$ cat src/rtl/dst_pingpong_buf.sv
// Ping-pong result buffer: two banks collect per-core results by word address and
// stream each committed frame out as an AXI-Stream master with tlast framing.

module dst_pingpong_buf_chk #(
  parameter int BEAT_W = 64
) (
  input logic              clk,
  input logic              rst,
  input logic              tvalid,
  input logic              tready,
  input logic              tlast,
  input logic [BEAT_W-1:0] tdata,
  input logic [1:0]        frames_pending
);

  a_hold_stable: assert property (@(posedge clk) disable iff (rst)
    (tvalid && !tready) |=> (tvalid && $stable(tdata) && $stable(tlast)));

  a_last_valid: assert property (@(posedge clk) disable iff (rst)
    tlast |-> tvalid);

  a_pending_range: assert property (@(posedge clk) disable iff (rst)
    frames_pending != 2'd3);

endmodule

module dst_pingpong_buf #(
  parameter int DATA_W = 32,
  parameter int LANES  = 2,
  parameter int DEPTH  = 64
) (
  input  logic                      clk,
  input  logic                      rst,
  input  logic                      wr_en,
  input  logic [$clog2(DEPTH)-1:0]  wr_addr,
  input  logic [DATA_W-1:0]         wr_data,
  input  logic                      wr_commit,
  output logic                      wr_ready,
  output logic [LANES*DATA_W-1:0]   m_axis_tdata,
  output logic                      m_axis_tvalid,
  input  logic                      m_axis_tready,
  output logic                      m_axis_tlast,
  output logic [1:0]                frames_pending,
  output logic                      wr_err
);

  localparam int AW     = $clog2(DEPTH);
  localparam int LW     = $clog2(LANES);
  localparam int BEATS  = DEPTH / LANES;
  localparam int BW     = (BEATS > 1) ? $clog2(BEATS) : 1;
  localparam int IW     = $clog2(2 * BEATS);
  localparam int BEAT_W = LANES * DATA_W;

  typedef enum logic [1:0] {
    ST_FREE = 2'd0,
    ST_FULL = 2'd1,
    ST_SEND = 2'd2
  } bank_st_e;

  // Lane-split storage: a write lands in one lane, a read returns a whole beat.
  logic [DATA_W-1:0] r_mem [LANES][2*BEATS];

  bank_st_e          r_bank [2];
  bank_st_e          w_bank_nxt [2];
  logic              r_wp;
  logic              r_rp;
  logic              r_active;
  logic              w_wp_nxt;
  logic              w_rp_nxt;
  logic              w_active_nxt;
  logic              r_wr_ready;
  logic              w_wr_ready_nxt;
  logic [1:0]        r_frames;
  logic              r_wr_err;

  logic [BW-1:0]     r_rd_beat;
  logic              r_issue_done;
  logic [BEAT_W-1:0] r_out_data;
  logic              r_out_last;
  logic              r_out_vld;
  logic [BEAT_W-1:0] r_skid_data;
  logic              r_skid_last;
  logic              r_skid_vld;

  logic              w_wr_acc;
  logic              w_commit_acc;
  logic              w_wr_rej;
  logic              w_start;
  logic              w_pop;
  logic              w_last_hs;
  logic              w_issue;
  logic              w_issue_last;
  logic [AW-1:0]     w_lane_mask;
  logic [BW-1:0]     w_wr_row;
  logic [IW-1:0]     w_wr_idx;
  logic [IW-1:0]     w_rd_idx;
  logic [BEAT_W-1:0] w_rd_beat;

  function automatic logic [IW-1:0] bank_idx(input logic bank, input logic [BW-1:0] row);
    bank_idx = bank ? (IW'(BEATS) + IW'(row)) : IW'(row);
  endfunction

  assign w_lane_mask = AW'(LANES - 1);
  assign w_wr_row    = BW'(wr_addr >> LW);
  assign w_wr_idx    = bank_idx(r_wp, w_wr_row);
  assign w_rd_idx    = bank_idx(r_rp, r_rd_beat);

  // Control strobes derived from the registered bank state and the inputs.
  always_comb begin
    w_wr_acc     = wr_en & r_wr_ready;
    w_commit_acc = wr_commit & r_wr_ready;
    w_wr_rej     = (wr_en | wr_commit) & ~r_wr_ready;
    w_start      = ~r_active & (r_bank[r_rp] == ST_FULL);
    w_pop        = r_out_vld & m_axis_tready;
    w_last_hs    = w_pop & r_out_last;
    // Room exists when the skid slot is empty or the head leaves this cycle.
    w_issue      = r_active & ~r_issue_done & (~r_skid_vld | w_pop);
    w_issue_last = (r_rd_beat == BW'(BEATS - 1));
  end

  // Bank ownership next state: commit fills the write bank, the read side claims and frees.
  always_comb begin
    w_bank_nxt[0] = r_bank[0];
    w_bank_nxt[1] = r_bank[1];
    w_rp_nxt      = r_rp;
    w_active_nxt  = r_active;
    if (w_commit_acc) begin
      w_bank_nxt[r_wp] = ST_FULL;
      w_wp_nxt         = ~r_wp;
    end else begin
      w_wp_nxt = r_wp;
    end
    if (w_start) begin
      w_bank_nxt[r_rp] = ST_SEND;
      w_active_nxt     = 1'b1;
    end else if (w_last_hs) begin
      w_bank_nxt[r_rp] = ST_FREE;
      w_rp_nxt         = ~r_rp;
      w_active_nxt     = 1'b0;
    end else begin
      w_active_nxt = r_active;
    end
    w_wr_ready_nxt = (w_bank_nxt[w_wp_nxt] == ST_FREE);
  end

  // Bank state, pointers and the registered writer handshake.
  always_ff @(posedge clk or posedge rst) begin
    if (rst) begin
      r_bank[0]  <= ST_FREE;
      r_bank[1]  <= ST_FREE;
      r_wp       <= 1'b0;
      r_rp       <= 1'b0;
      r_active   <= 1'b0;
      r_wr_ready <= 1'b1;
    end else begin
      r_bank[0]  <= w_bank_nxt[0];
      r_bank[1]  <= w_bank_nxt[1];
      r_wp       <= w_wp_nxt;
      r_rp       <= w_rp_nxt;
      r_active   <= w_active_nxt;
      r_wr_ready <= w_wr_ready_nxt;
    end
  end

  // Pending-frame count and sticky protocol error flag.
  always_ff @(posedge clk or posedge rst) begin
    if (rst) begin
      r_frames <= 2'd0;
      r_wr_err <= 1'b0;
    end else begin
      case ({w_commit_acc, w_last_hs})
        2'b10:   r_frames <= r_frames + 2'd1;
        2'b01:   r_frames <= r_frames - 2'd1;
        default: r_frames <= r_frames;
      endcase
      r_wr_err <= r_wr_err | w_wr_rej;
    end
  end

  // RAM write port; contents survive reset.
  always_ff @(posedge clk) begin
    for (int j = 0; j < LANES; j++) begin
      if (w_wr_acc && ((wr_addr & w_lane_mask) == AW'(j))) begin
        r_mem[j][w_wr_idx] <= wr_data;
      end
    end
  end

  // Beat-wide read of the current read row across all lanes.
  always_comb begin
    w_rd_beat = '0;
    for (int j = 0; j < LANES; j++) begin
      w_rd_beat[j*DATA_W +: DATA_W] = r_mem[j][w_rd_idx];
    end
  end

  // Beat issue counter and the two-entry output buffer (head drives the stream).
  always_ff @(posedge clk or posedge rst) begin
    if (rst) begin
      r_rd_beat    <= '0;
      r_issue_done <= 1'b0;
      r_out_data   <= '0;
      r_out_last   <= 1'b0;
      r_out_vld    <= 1'b0;
      r_skid_data  <= '0;
      r_skid_last  <= 1'b0;
      r_skid_vld   <= 1'b0;
    end else begin
      if (w_start) begin
        r_rd_beat    <= '0;
        r_issue_done <= 1'b0;
      end else if (w_issue) begin
        r_rd_beat    <= r_rd_beat + BW'(1);
        r_issue_done <= w_issue_last;
      end else begin
        r_rd_beat    <= r_rd_beat;
        r_issue_done <= r_issue_done;
      end

      case ({w_issue, w_pop})
        2'b11: begin
          if (r_skid_vld) begin
            r_out_data  <= r_skid_data;
            r_out_last  <= r_skid_last;
            r_skid_data <= w_rd_beat;
            r_skid_last <= w_issue_last;
          end else begin
            r_out_data <= w_rd_beat;
            r_out_last <= w_issue_last;
          end
        end
        2'b10: begin
          if (r_out_vld) begin
            r_skid_data <= w_rd_beat;
            r_skid_last <= w_issue_last;
            r_skid_vld  <= 1'b1;
          end else begin
            r_out_data <= w_rd_beat;
            r_out_last <= w_issue_last;
            r_out_vld  <= 1'b1;
          end
        end
        2'b01: begin
          r_out_data <= r_skid_data;
          r_out_last <= r_skid_last & r_skid_vld;
          r_out_vld  <= r_skid_vld;
          r_skid_vld <= 1'b0;
        end
        default: begin
          r_out_vld <= r_out_vld;
        end
      endcase
    end
  end

  assign wr_ready       = r_wr_ready;
  assign m_axis_tdata   = r_out_data;
  assign m_axis_tvalid  = r_out_vld;
  assign m_axis_tlast   = r_out_last;
  assign frames_pending = r_frames;
  assign wr_err         = r_wr_err;

  dst_pingpong_buf_chk #(
    .BEAT_W(BEAT_W)
  ) u_chk (
    .clk            (clk),
    .rst            (rst),
    .tvalid         (m_axis_tvalid),
    .tready         (m_axis_tready),
    .tlast          (m_axis_tlast),
    .tdata          (m_axis_tdata),
    .frames_pending (frames_pending)
  );

endmodule

$ cat config.mk
export PLATFORM = sky130hd
export DESIGN_NAME = dst_pingpong_buf
export DESIGN_NICKNAME = d
export VERILOG_FILES = /design/src/rtl/dst_pingpong_buf.sv
export SDC_FILE = /design/constraint.sdc
export NUM_CORES = 2
export LEC_CHECK = 0
export BUFFER_PORTS_ARGS = -buffer_cell sky130_fd_sc_hd__buf_2
export CAP_MARGIN = 10
export CORE_MARGIN = 5
export CORE_UTILIZATION = 60
export CTS_CLUSTER_SIZE = 12
export DETAILED_ROUTE_END_ITERATION = 8
export PLACE_DENSITY_LB_ADDON = 0.3
export SLEW_MARGIN = 20
export SYNTH_ARGS = -nofsm -noshare
export SYNTH_HDL_FRONTEND = slang
export SYNTH_HIERARCHICAL = 1
export SYNTH_SLANG_ARGS = --single-unit
$ cat constraint.sdc
create_clock -name clk -period 10.3 [get_ports clk]
set_clock_uncertainty 0.2 [all_clocks]
set_input_delay 2.06 -clock clk [delete_from_list [all_inputs] [get_ports clk]]
set_output_delay 2.06 -clock clk [all_outputs]
set_load 0.05 [all_outputs]
Word-level counts from Yosys, hierarchy flattened
Memories as Yosys holds them, arrays and structs flattened.
Cells that the tools add are included.
{"block": "op_classes", "magnitude_cmp": 8, "n_reduce_logical": 18, "n_addsub": 5, "muxes": 53, "eq_ne": 10, "bitwise_logic": 32}
{"cell": "$mux 2048", "n": 4}
{"cell": "$reduce_or 2048->1", "n": 1}
{"cell": "$bmux 32 s6", "n": 2}
{"cell": "$mux 64", "n": 4}
{"cell": "$demux 32 s6", "n": 1}
{"cell": "$pmux 64 s3", "n": 1}
{"cell": "$mux 32", "n": 5}
{"cell": "$pmux 64 s2", "n": 1}
{"cell": "$mux 2", "n": 8}
{"cell": "$ge 7x7->1 const B", "n": 2}
{"cell": "$not 6->7", "n": 2}
{"cell": "$mux 1", "n": 13}
{"cell": "$add 6x5->6 const A", "n": 2}
{"cell": "$mux 4", "n": 3}
{"cell": "$mux 6", "n": 2}
{"cell": "$mux 5", "n": 2}
{"cell": "$reduce_bool 2->1", "n": 5}
{"cell": "$and 1x1->1", "n": 9}
{"cell": "$lt 7x1->1 const B", "n": 1}
{"cell": "$not 1->1", "n": 7}
{"cell": "$eq 2x1->1 const B", "n": 3}
{"cell": "$eq 2x2->1 const B", "n": 3}
{"cell": "$ge 2x2->1 const B", "n": 3}
{"cell": "$logic_not 6->1", "n": 1}
{"cell": "other kinds (22)", "n": 41}
{"block": "totals", "reg_bits": 149, "out_inout_bits": 70, "input_bits": 43, "wordCells": 143, "memories": 1, "ram_bits": 4096}
{"name": "r_mem", "words": 2, "word_bits": 2048, "read_ports": 2, "rd_clocked_by_memory_dff": 0, "write_ports": 1, "line_no": "61", "text": "logic [DATA_W-1:0] r_mem [LANES][2*BEATS];"}

Logic depth before layout (Yosys ltp)
{"block": "logic_depth", "ltp_word": 15, "ltp_mapped": 12}

Worst setup path before layout
OpenSTA, ideal clock, no wires.
{"block": "synth_timing", "kind": "input port to flip-flop", "from": "in wr_addr[5]", "to": "mem r_mem[0][1472] (netlist bit) (enable)", "n_path_buf": 3, "arrival_time_ns": 4.451, "setup_slack_ns": 5.227, "setup_ns": 0.421, "path_stages": 5, "required_time_ns": 9.679, "cell_sequence": "clkbuf_1 or3b_2 clkbuf_1 clkbuf_1 nor2_1"}
{"block": "synth_via", "elab_chain_cells": 10, "word_cells_on_any_way": 13, "cone_classes": "1 x add/sub; 2 x order compare; 7 x mux; 1 x bitwise; 2 x reduce/logical"}
{"element": "start: declaration", "line_no": "35", "text": "input logic [$clog2(DEPTH)-1:0] wr_addr,"}
{"element": "$add 6x5->6", "line_no": "100", "text": "bank_idx = bank ? (IW'(BEATS) + IW'(row)) : IW'(row);"}
{"element": "$mux 6 *", "line_no": "100"}
{"element": "$not 6->7 (implied by the code) *", "line_no": "184", "text": "r_mem[j][w_wr_idx] <= wr_data;"}
{"element": "$ge 7x7->1 (implied by the code) / $lt 7x1->1 (equally long branches)", "line_no": "184"}
{"element": "$logic_and 1x1->1 (implied by the code)", "line_no": "184"}
{"element": "$mux 32 (implied by the code)", "line_no": "184"}
{"element": "$demux 32 s6 *", "line_no": "184"}
{"element": "$mux 2048 (implied by the code)", "line_no": "184"}
{"element": "$reduce_or 2048->1 (no line)"}
{"element": "$mux 1 (no line) / $mux 2048 (equally long branches)"}
{"element": "end: declaration", "line_no": "61"}
Mark *: on every way between the ends. The rest lies on a longest branch, timed or not.

Final worst setup path
{"block": "layout_timing", "from": "reg r_rd_beat[0]", "to": "reg r_out_data[40], in the netlist m_axis_tdata[40]"}
{"block": "layout_via", "elab_chain_cells": 8, "word_cells_on_any_way": 9, "cone_classes": "1 x add/sub; 7 x mux; 1 x bitwise"}
{"element": "start: declaration", "line_no": "76", "text": "logic [BW-1:0] r_rd_beat;"}
{"element": "start signal: assignment", "line_no": "213", "text": "r_rd_beat <= r_rd_beat + BW'(1);"}
{"element": "start signal: assignment", "line_no": "216", "text": "r_rd_beat <= r_rd_beat;"}
{"element": "$add 6x5->6", "line_no": "100"}
{"element": "$mux 6 *", "line_no": "100"}
{"element": "$not 6->7 (implied by the code) *", "line_no": "193", "text": "w_rd_beat[j*DATA_W +: DATA_W] = r_mem[j][w_rd_idx];"}
{"element": "$bmux 32 s6 *", "line_no": "193"}
{"element": "$mux 32 (implied by the code) * (2 in a row)", "line_no": "193"}
{"element": "$mux 64, on equally long branches", "line_no": "233, 222"}
{"element": "$pmux 64 s3 *", "line_no": "220", "text": "case ({w_issue, w_pop})"}
{"element": "end signal: assignment", "line_no": "223", "text": "r_out_data <= r_skid_data;"}
{"element": "end signal: assignment", "line_no": "228", "text": "r_out_data <= w_rd_beat;"}
{"element": "end signal: assignment", "line_no": "238", "text": "r_out_data <= w_rd_beat;"}
{"element": "end: declaration", "line_no": "78", "text": "logic [BEAT_W-1:0] r_out_data;"}
Mark *: on every way between the ends. The rest lies on a longest branch, timed or not. The select of a mux whose other input is x is not followed.
A chain may end at the register's enable or synchronous reset.

==> metrics.md <==
| Metric | Value |
|---|---|
| Fin nets | `8210` |
| Yosys reg bits | `4245` |
| Io pins | `113` |
| Clock transition at path regs | `0.07 ns` |
| RSZ-0062 raised after global routing | `false` |
| Net Sw Frac | `32.4%` |
| Tcrit/Tclk final | `52.1%` |
| Clk buf depth | `4` |
| Initial Util | `about 60%` |
| Post-CTS Setup Inserts | `0` |
| Max layer used | `met5` |
| Comb pwr share | `~29%` |
| Xor and xnor area share after synthesis | `less than 1%` |
| Drt pass-1 iters | `6` |
| Yosys warns | `6` |
| Crit Path Class | `reg -> reg` |
| Post-Layout Cell Count | `12000` |
| Rel. slew slack | `8.58%` |
| NetSw | `0.0152 W` |
| CP required | `10.89 ns` |
| Largest family of logic cells by synthesized area | `multiplexers` |
| CTS tree | `done` |
| Worst path max stage delay | `0.91 ns` |
| Remaining DRCs | `0` |
| Reg2Reg Setup Slack | `4.94 ns` |
| M1 WL | `154000 um` |
| Post-synthesis compound-gate area fraction | `4.16%` |
| Hpwl dp | `between 200000 and 300000 um` |
| Routed wire per std cell | `36.5 um` |
| Die area | `284000 um2` |
| Cell Int Power | `0.0317 W` |
| Fill cells | `16300` |
| GPL Wtd Cong | `0.890` |
| Netlist cell types | `59` |
| Chip Width | `~530 um` |
| IO Port Bufs | `112` |
| Crit path cell chain | `buf_12, buf_12, mux4_2, mux2i_1, nor2_1, o221ai_1, o31ai_1, a221o_1` |
| Layout cells sized above 1 | `23.5%` |
| Final setup vio count | `0` |
| Placed Instances | `11300` |
| Hold path startpoint | `frames_pending[1]$_DFFE_PP0P_` |
| Post-cts resize count | `0` |
| DRT antenna net count | `0` |
| Vias per inst | `7.03` |
| H-Tree Level Count | `5` |
| Syn Inst Count | `7852` |
| Post-synthesis mux area share | `15.1%` |
| Flop pwr share | `42.1%` |
| Die Y | `about 530 um` |
| Hold EP | `frames_pending[1]$_DFFE_PP0P_` |
| Area grow syn2layout | `11.5%` |
| CTS root buffer | `clkbuf_16` |
| Worst R2R Path Depth | `8` |
| Final Hold Viols | `0` |
| Post-synth ARST share | `3.51%` |
| Post-route design area | `~180000 um2` |
| Startpoint types | `flip-flop` |
| Clk sinks | `4245` |
| Sequential element share of the synthesized area | `a little under 80%` |
| R2r startpoint | `r_rd_beat[0]$_DFFE_PP0P_` |
| Minimum clock period after layout | `5.36 ns` |
| Vias in the first global route | `between 80000 and 90000` |
| WL met3 | `around 51000 um` |
| Clock share of power | `between 20% and 30%` |
| Final TNS setup | `0 ns` |
| Status | `finished clean` |
| Max Clk Rate | `0.187 GHz` |
| Total track usage | `about 31%` |
| Syn_area_per_cell | `20.9 um2` |
| Initial antenna violation count | `25` |
| Maximum fanout along the worst path | `89` |
| Simple-gate share of the synthesized area | `~1.6%` |
| Leak | `slightly below 60 nW` |
| Routed length on met2 | `between 200000 and 250000 um` |
| Worst-Skew Late Latency | `0.91 ns` |
| Grt ovf | `0` |
| Hold buffer count at cts | `0` |
| Adder-Cell Fraction of Synth Area | `0.0458%` |
| Slew @ Worst Pin | `1.37 ns` |
| Core area | `271000 um2` |
| Crit path DAT | `around 6.0 ns` |
| Post-Syn Area | `164000 um2` |
| Most used flip-flop cell after synthesis | `edfxtp_1` |
| Max cap viols | `0` |
| Worst R2R End | `m_axis_tdata[40]$_DFFE_PP0P_` |
| DP Area | `between 150000 and 200000 um2` |
| TritonCTS buffer count | `419` |
| First-pass GRT wire length | `617000 um` |
| EDFF count, synth | `4096` |
| Site Rows | `between 150 and 200` |
| Slew Limit Fails | `0` |
| Syn Nets | `7901` |
| Most used cell along the critical path | `buf_12` |
| Critical path endpoint category | `flip-flop` |
| Slowest CP cell | `dfrtp_4` |
| Pin count of the biggest net entering global routing | `127` |
| Hold Path Stages | `1` |
| Peak VDD IR | `0.285 mV` |
| Hold/Removal Path Class | `reg -> reg` |
| DRT iter0 DRCs | `13100` |
| Pwr dens | `257 nW/um2` |
| Final WL | `between 400000 and 500000 um` |
| Via count | `around 84000` |
-- through the flow --
| step | power [W] | setup WS, ns | hold WS, ns | util (%) |
|---|---|---|---|---|
| 2_1_floorplan | 0.0285 | 4.03 | 0.281 | - |
| 3_3_place_gp | 0.0331 | 4.60 | 0.255 | 62.3 |
| 3_5_place_dp | 0.0333 | 4.45 | 0.266 | 62.6 |
| 4_1_cts | 0.0468 | 5.03 | 0.289 | 67.0 |
| 5_1_grt | 0.0482 | 4.76 | 0.316 | 67.3 |
| 6_report | 0.0469 | 4.94 | 0.289 | 67.3 |
-- kinds of logic after synthesis --
group           Yosys count
flops                  4245
mux                    1477
compound gates         1010
simple gates            613
buf+inv                 494
xor+xnor                  7
fa+ha+maj                 6
-- routing by layer --
| layer | up-vias | track usage [%] |
|---|---|---|
| met5 | - | 0 |
| met2 | 6040 | 46.3 |
| met3 | 964 | 7.07 |
| li1 | 33300 | - |
| met1 | 44000 | 42.2 |
| met4 | 2 | 16.0 |
-- synth_stat cells (all sizes together) (61+ instances only) --
| master | n | area [um2] |
|---|---|---|
| edfxtp | 4096 | 123000 |
| mux4 | 778 | 17500 |
| mux2i | 514 | 5140 |
| nor2 | 317 | 1190 |
| buf | 273 | 1920 |
| a21oi | 260 | 1300 |
| clkbuf | 209 | 785 |
| mux2 | 185 | 2080 |
| dfrtp | 148 | 3700 |
| o22ai | 142 | 888 |
| nand2 | 129 | 484 |
| o21ai | 128 | 641 |
| a22oi | 97 | 728 |
| nand3 | 77 | 385 |
| o31ai | 64 | 480 |
| a2111oi | 61 | 571 |
-- worst max path at each step --
stage,startpoint,endpoint,slack [ns],depth (start not counted)
floorplan,rst,frames_pending[0]$_DFFE_PP0P_,4.03,1
global placement,m_axis_tready,r_skid_data[49]$_DFFE_PP0P_,4.60,8
detailed placement,m_axis_tready,r_skid_data[41]$_DFFE_PP0P_,4.45,8
CTS,r_rd_beat[0]$_DFFE_PP0P_,r_skid_data[14]$_DFFE_PP0P_,5.03,8
global route,r_rd_beat[0]$_DFFE_PP0P_,r_skid_data[14]$_DFFE_PP0P_,4.76,8
finish,r_rd_beat[0]$_DFFE_PP0P_,m_axis_tdata[40]$_DFFE_PP0P_,4.94,8
-- cells in the final DEF (no fill, tap or decap), types with 7 or more instances in the layout --
cell and count:
a2111oi_0 29, a2111oi_1 27, a211o_1 25, a21o_1 25
a21oi_1 258, a221o_1 17, a22o_1 54, a22oi_1 97
a31oi_1 16, and3_1 43, buf_12 49, buf_16 39
buf_2 80, buf_4 197, clkbuf_1 140, clkbuf_16 425
clkbuf_8 10, clkinv_1 51, clkinv_2 16, clkinv_8 7
dfrtp_1 142, diode_2 10, edfxtp_1 4096, inv_1 9
inv_6 7, mux2_2 185, mux2i_1 513, mux4_2 778
nand2_1 123, nand3_1 73, nand4_1 21, nor2_1 186
nor2_4 130, o211ai_1 11, o21ai_0 122, o21bai_1 10
o221ai_1 58, o22a_1 23, o22ai_1 142, o31ai_1 64
-- area by class of cell --
type                            instances  area (um2)  share of cell area [%]
Tap cell                             3570        4470                    2.45
Multi-Input combinational cell       3113       35500                    19.4
Sequential cell                      4245      127000                    69.4
Timing Repair Buffer                  370        4000                    2.19
Antenna cell                           10        25.0                  0.0137
Inverter                               12        51.3                  0.0281
Clock inverter                         84         557                   0.305
Clock buffer                          575       11300                    6.19
-- sequential cells by signal, summed over array words and instances, names as in the netlist, 2 cells and up --
name	cells
frames_pending	2
r_rd_beat	5
r_mem	4096
r_skid_data	64
r_bank	4
m_axis_tdata	64
-- power groups by stage --
stage | Combinational (W) | Sequential (W) | Clock (W)
4_1_cts | 0.0133 | 0.0197 | 0.0138
6_report | 0.0134 | 0.0197 | 0.0137
3_5_place_dp | 0.0132 | 0.0201 | 0
2_1_floorplan | 0.00824 | 0.0202 | 0
3_3_place_gp | 0.0131 | 0.0201 | 0
5_1_grt | 0.0139 | 0.0197 | 0.0146
-- critical path: cells and delay by family (launching register included) --
family,cells,cell delay [ns]
AOI/OAI and AO/OA,3,1.32
muxes,2,1.29
buffers and inverters,2,1.12
DFF,1,0.91
and+or+nand+nor,1,0.10
(Power assumes the default switching activity.)
